--- src/rtl/pb_bounce_emulator.sv ---
// Pushbutton bounce emulator.
// Turns a clean commanded level into a PB waveform with repeatable
// pseudo-random contact bounce. The bounce timing comes from a free-running
// 8-bit LFSR, so the same seed and stimulus always give the same waveform.
module pb_bounce_emulator #(
  parameter int         BOUNCE_LEN = 64,
  parameter int         GAP_W      = 3,
  parameter logic [7:0] SEED       = 8'hA5
) (
  input  logic       clock,
  input  logic       reset,
  input  logic       cmd,
  input  logic       enable_bounce,
  output logic       PB,
  output logic       busy,
  output logic       done,
  output logic [7:0] toggles
);

  // An all-zero seed would lock the LFSR up, so it is replaced by 1.
  localparam logic [7:0] LFSR_INIT  = (SEED == 8'h00) ? 8'h01 : SEED;
  // The timer counts down to 0. The edge that sees 0 is the settling edge,
  // BOUNCE_LEN edges after the first edge of the event.
  localparam logic [7:0] TIMER_LOAD = 8'(BOUNCE_LEN - 1);

  typedef enum logic {
    IDLE,
    BOUNCE
  } state_t;

  state_t           state;
  state_t           state_next;
  logic [7:0]       lfsr;
  logic             stable;
  logic [7:0]       bounce_timer;
  logic [GAP_W:0]   gap;
  logic [GAP_W:0]   gap_next;
  logic [7:0]       tcnt;
  logic             start_clean;
  logic             start_bounce;
  logic             settle;
  logic             gap_hit;

  function automatic logic [7:0] sat_inc(input logic [7:0] v);
    return (v == 8'hFF) ? v : v + 8'd1;
  endfunction

  function automatic logic [7:0] sat_add_bit(input logic [7:0] v, input logic b);
    return b ? sat_inc(v) : v;
  endfunction

  assign gap_next = (GAP_W+1)'(lfsr[GAP_W-1:0]) + (GAP_W+1)'(1);
  assign busy     = (state == BOUNCE);

  // Free-running Fibonacci LFSR, x^8+x^6+x^5+x^4+1, advancing every cycle.
  always_ff @(posedge clock or negedge reset) begin
    if (!reset) begin
      lfsr <= LFSR_INIT;
    end else begin
      lfsr <= {lfsr[6:0], lfsr[7] ^ lfsr[5] ^ lfsr[4] ^ lfsr[3]};
    end
  end

  // State register.
  always_ff @(posedge clock or negedge reset) begin
    if (!reset) begin
      state <= IDLE;
    end else begin
      state <= state_next;
    end
  end

  // Next-state logic and per-cycle event decode.
  always_comb begin
    state_next   = state;
    start_clean  = 1'b0;
    start_bounce = 1'b0;
    settle       = 1'b0;
    gap_hit      = 1'b0;
    case (state)
      IDLE: begin
        if (cmd != stable) begin
          if (enable_bounce) begin
            start_bounce = 1'b1;
            state_next   = BOUNCE;
          end else begin
            start_clean  = 1'b1;
          end
        end
      end
      BOUNCE: begin
        // Settling has priority over a gap toggle that falls on the same edge.
        if (bounce_timer == 8'd0) begin
          settle     = 1'b1;
          state_next = IDLE;
        end else if (gap == (GAP_W+1)'(1)) begin
          gap_hit    = 1'b1;
        end
      end
      default: state_next = IDLE;
    endcase
  end

  // PB waveform, settled level, timers and edge accounting.
  always_ff @(posedge clock or negedge reset) begin
    if (!reset) begin
      PB           <= 1'b0;
      stable       <= 1'b0;
      done         <= 1'b0;
      toggles      <= 8'd0;
      tcnt         <= 8'd0;
      bounce_timer <= 8'd0;
      gap          <= '0;
    end else begin
      done <= 1'b0;
      if (start_clean) begin
        PB      <= cmd;
        stable  <= cmd;
        toggles <= 8'd1;
        done    <= 1'b1;
      end
      if (start_bounce) begin
        PB           <= ~PB;
        tcnt         <= 8'd1;
        bounce_timer <= TIMER_LOAD;
        gap          <= gap_next;
      end
      if (state == BOUNCE) begin
        if (settle) begin
          PB      <= cmd;
          stable  <= cmd;
          toggles <= sat_add_bit(tcnt, PB != cmd);
          done    <= 1'b1;
        end else begin
          bounce_timer <= bounce_timer - 8'd1;
          if (gap_hit) begin
            PB   <= ~PB;
            tcnt <= sat_inc(tcnt);
            gap  <= gap_next;
          end else begin
            gap  <= gap - (GAP_W+1)'(1);
          end
        end
      end
    end
  end

endmodule
--- config.mk ---
export PLATFORM = sky130hd
export DESIGN_NAME = pb_bounce_emulator
export DESIGN_NICKNAME = d
export VERILOG_FILES = /design/src/rtl/pb_bounce_emulator.sv
export SDC_FILE = /design/constraint.sdc
export NUM_CORES = 1
export LEC_CHECK = 0
export ABC_AREA = 1
export BUFFER_PORTS_ARGS = -buffer_cell sky130_fd_sc_hd__buf_2
export CAP_MARGIN = 5
export CORE_MARGIN = 8
export CORE_UTILIZATION = 45
export CTS_CLUSTER_DIAMETER = 80
export CTS_CLUSTER_SIZE = 28
export DETAILED_ROUTE_END_ITERATION = 16
export GPL_TIMING_DRIVEN = 0
export PLACE_DENSITY_LB_ADDON = 0.15
export SLEW_MARGIN = 25
export SYNTH_ARGS = -nofsm -noshare
export SYNTH_HDL_FRONTEND = slang
export SYNTH_SLANG_ARGS = --single-unit
--- constraint.sdc ---
create_clock -name clock -period 1.7 [get_ports clock]
set_input_delay 0.17 -clock clock [delete_from_list [all_inputs] [get_ports clock]]
set_output_delay 0.17 -clock clock [all_outputs]
set_load 0.03 [all_outputs]
==> results.md <==
- Syn nets: 297
- Max Slew Vio Count: 0
- Avg Cell Area, Syn: 7.577 µm²
- Root buf cell: clkbuf_8
- Critical Path End Type: flop
- Pre-antenna DRT Iters: 4
- Core area: 4692 µm²
- Maximum vdd ir drop: 0.4611 mV
- Total power per unit cell area: 669.9 nW/µm²
- Initial Utilization: 0.4651
- Synth warn: 0
- Antenna-violating nets left: 0
- CTS Buf Count: 5
- Antenna cells: 0
- Yosys reg bits: 40
- End of the worst register-to-register path: bounce_timer[3]$_DFF_PN0_
- Initial antenna violation count: 0
- GR Util met2: 0.2073
- Die X: 85.64 µm
- Final period util: 0.9181
- Setup violations, final: 0
- Proportion of layout cells with a drive suffix above 1: 0.1763
- Yosys cell types: 24
- Multi-input combinational cell area: 1050 µm²
- Sink Count: 40
- RSZ-0062 raised after global routing: yes
- Crit Path Category: flop to flop
- Final #Nets: 320
- H-tree depth: 2
- CP required: 1.88 ns
- Cell depth of the worst flop-to-flop path: 8
- Reg clk slew, reported paths: 0.08 ns
- Met3 Use GR: 0.03343
- Vias per Instance: 4.959
- GRT Total Usage: 0.1343
- Number of DRC violations after detailed-routing iteration 0: 58
- Vias: 1815
- Critical Path Slowest Stage Cell: dfrtp_1
- Fmax: 0.6407 GHz
- Max clock buf depth: 2
- Area Growth Syn to Fin: 12.79%
- Fillers: 438
- Worst EP arrival: 1.75 ns
- DP Wirelength: 3203 µm
- Syn Inst Count: approximately 290
- Tot Pwr: 1.649 mW
- Sum Neg Setup Slack: 0 ns
- Clock Latency Late Sink: 0.30 ns
- Routed len/inst: 12.32 µm
- Drt drc: 0
- Die Height: 85.64 µm
- Setup crit start kind: flop
- HP Class: input port to async pin
- Critical path depth: 8
- Max cap viols: 0
- WP buf/inv: 1
- CP Max Fanout: 10
- IO Port Bufs: 14
- Seq/Total Area, Yosys: 0.4610
- Period minus WS final: 1.561 ns
- Routability congestion estimate: 0.8252
- Number of global-route vias before repair: 1769
- Clk_skew: about 0.0044 ns
- Synthesized cell area: 2182 µm²
- Status: finished with violations
- Sequential cell area: slightly above 1000 µm²
- First-pass GRT wire length: approximately 8000 µm
- LEAKAGE: 1.286 nW
- Cell family with most CP delay: simple AND/OR/NAND/NOR gates
- Hold_buf cts: 0
- Hold WS: -0.01825 ns
- Worst r2r src: bounce_timer[0]$_DFF_PN0_
- GR Layer Usage met1: 0.1715
- CTS tree: done
- Critical Path, Cell by Cell: inv_2 -> ha_1 -> nand2_1 -> nor2_2 -> nor2_2 -> nand3_1 -> o21ai_0 -> nand2_1
- Row count: 25
- DIE AREA: 7333 µm²
- Worst path max stage delay: 0.37 ns
- Max_slew headroom: 0.4219
- Failing checks: hold timing
- Total gr overflow: 0
- Slew @ Worst Pin: 0.8672 ns
- GR peak layer: met2
- Post-Route WL: approximately 4500 µm
- Largest net degree at the start of global routing: 41
- Worst R2R Setup Slack: 0.14 ns
- Final Hold Viols: 36
- Top-Level Pins: 15
==> how the worst max path moves through the flow <==
stage / slack (ns) / to / start
after detailed placement: -0.06 / tcnt[1]$_DFF_PN0_ / gap[1]$_DFF_PN0_
after floorplan: 0.24 / toggles[0]$_DFF_PN0_ / bounce_timer[0]$_DFF_PN0_
final: 0.14 / bounce_timer[3]$_DFF_PN0_ / bounce_timer[0]$_DFF_PN0_
after CTS: 0.01 / toggles[0]$_DFF_PN0_ / bounce_timer[0]$_DFF_PN0_
after global placement: -0.04 / tcnt[1]$_DFF_PN0_ / gap[1]$_DFF_PN0_
after global routing: -0.03 / bounce_timer[3]$_DFF_PN0_ / bounce_timer[0]$_DFF_PN0_
==> per-layer routing <==
metal | up-vias | wire (µm)
met5 | - | 0
met3 | 6 | 218
met1 | 817 | 2217
met2 | 32 | 2012
li1 | 960 | -
met4 | 0 | 62
==> registers in the layout, summed over array words and instances (netlist names) <==
register      flops
busy              1
PB                1
lfsr              8
stable            1
toggles           8
done              1
bounce_timer      8
gap               4
tcnt              8
==> cell usage after synthesis <==
| master | instances | area share |
|---|---|---|
| nand2_1 | 90 | 0.15 |
| dfrtp_1 | 36 | 0.41 |
| inv_1 | 34 | 0.058 |
| o21ai_0 | 33 | 0.076 |
| nor2_1 | 26 | 0.045 |
| nand3_1 | 23 | 0.053 |
| a21oi_1 | 7 | 0.016 |
| ha_1 | 5 | 0.029 |
| dfstp_2 | 4 | 0.048 |
| xnor2_1 | 4 | 0.016 |
| xor2_1 | 4 | 0.016 |
| inv_2 | 3 | 0.0052 |
| nand4_1 | 3 | 0.0086 |
| o211ai_1 | 3 | 0.010 |
| buf_2 | 2 | 0.0046 |
| nand2_2 | 2 | 0.0057 |
| nor2_2 | 2 | 0.0057 |
| a21boi_0 | 1 | 0.0034 |
| buf_6 | 1 | 0.0052 |
| nand2_4 | 1 | 0.0052 |
| nor3_1 | 1 | 0.0023 |
| o21ai_2 | 1 | 0.0040 |
| or2_2 | 1 | 0.0029 |
| xor2_4 | 1 | 0.013 |
==> metrics by stage <==
stage                     utilization  area, µm²  setup slack (ns)  std cells
final                          0.5245       2461            0.1393        366
after CTS                      0.5157       2420           0.01162        364
after detailed placement       0.4944       2320          -0.06359        356
after global routing           0.5245       2461          -0.03475        366
after floorplan                     -       2182            0.2426        288
after global placement         0.4944       2320          -0.04383        356
==> power by group <==
group	internal, mW	switching [mW]
logic	0.00868	0.0382
clock network	0.290	0.357
registers	0.953	0.00162
==> layout by cell type, fill, tap and decap left out, types with 3 or more instances in the layout <==
cell / instances
nand2_2: 6
nand2_1: 86
xor2_1: 4
nand3_1: 22
nand4_1: 3
dfstp_2: 4
clkbuf_8: 5
a21oi_1: 6
nor2_2: 5
o21ai_0: 32
ha_1: 5
o211ai_1: 3
buf_2: 16
xnor2_1: 4
dfrtp_1: 36
nor2_1: 23
inv_1: 30
inv_2: 7
==> logic make-up (layout without fill, tap and decap cells) <==
kind of cell / Yosys count / in the layout / share of synthesized area
AO/OA/AOI/OAI: 45 / 45 / 0.1095
XOR/XNOR: 9 / 9 / 0.04472
adder cells (fa/ha/maj): 5 / 5 / 0.02867
buffers and inverters: 40 / 64 / 0.07339
flip-flops: 40 / 40 / 0.4610
AND/OR/NAND/NOR: 149 / 149 / 0.2827
==> final cells by class <==
class,count,share of cell area
Clock buffer,5,0.02796
Timing Repair Buffer,16,0.03457
Sequential cell,40,0.4087
Buffer,3,0.008643
Clock inverter,3,0.009659
Tap cell,54,0.02745
Inverter,37,0.05643
Multi-Input combinational cell,208,0.4265
==> repair_timing <==
action                                  in CTS  in global routing
endpoints found under the setup margin       6                 20
pin swaps                                    0                  1
gates resized for setup                      3                 13
setup buffers                                0                  2
hold endpoints to repair                     0                  0
(Power assumes the default switching activity.)
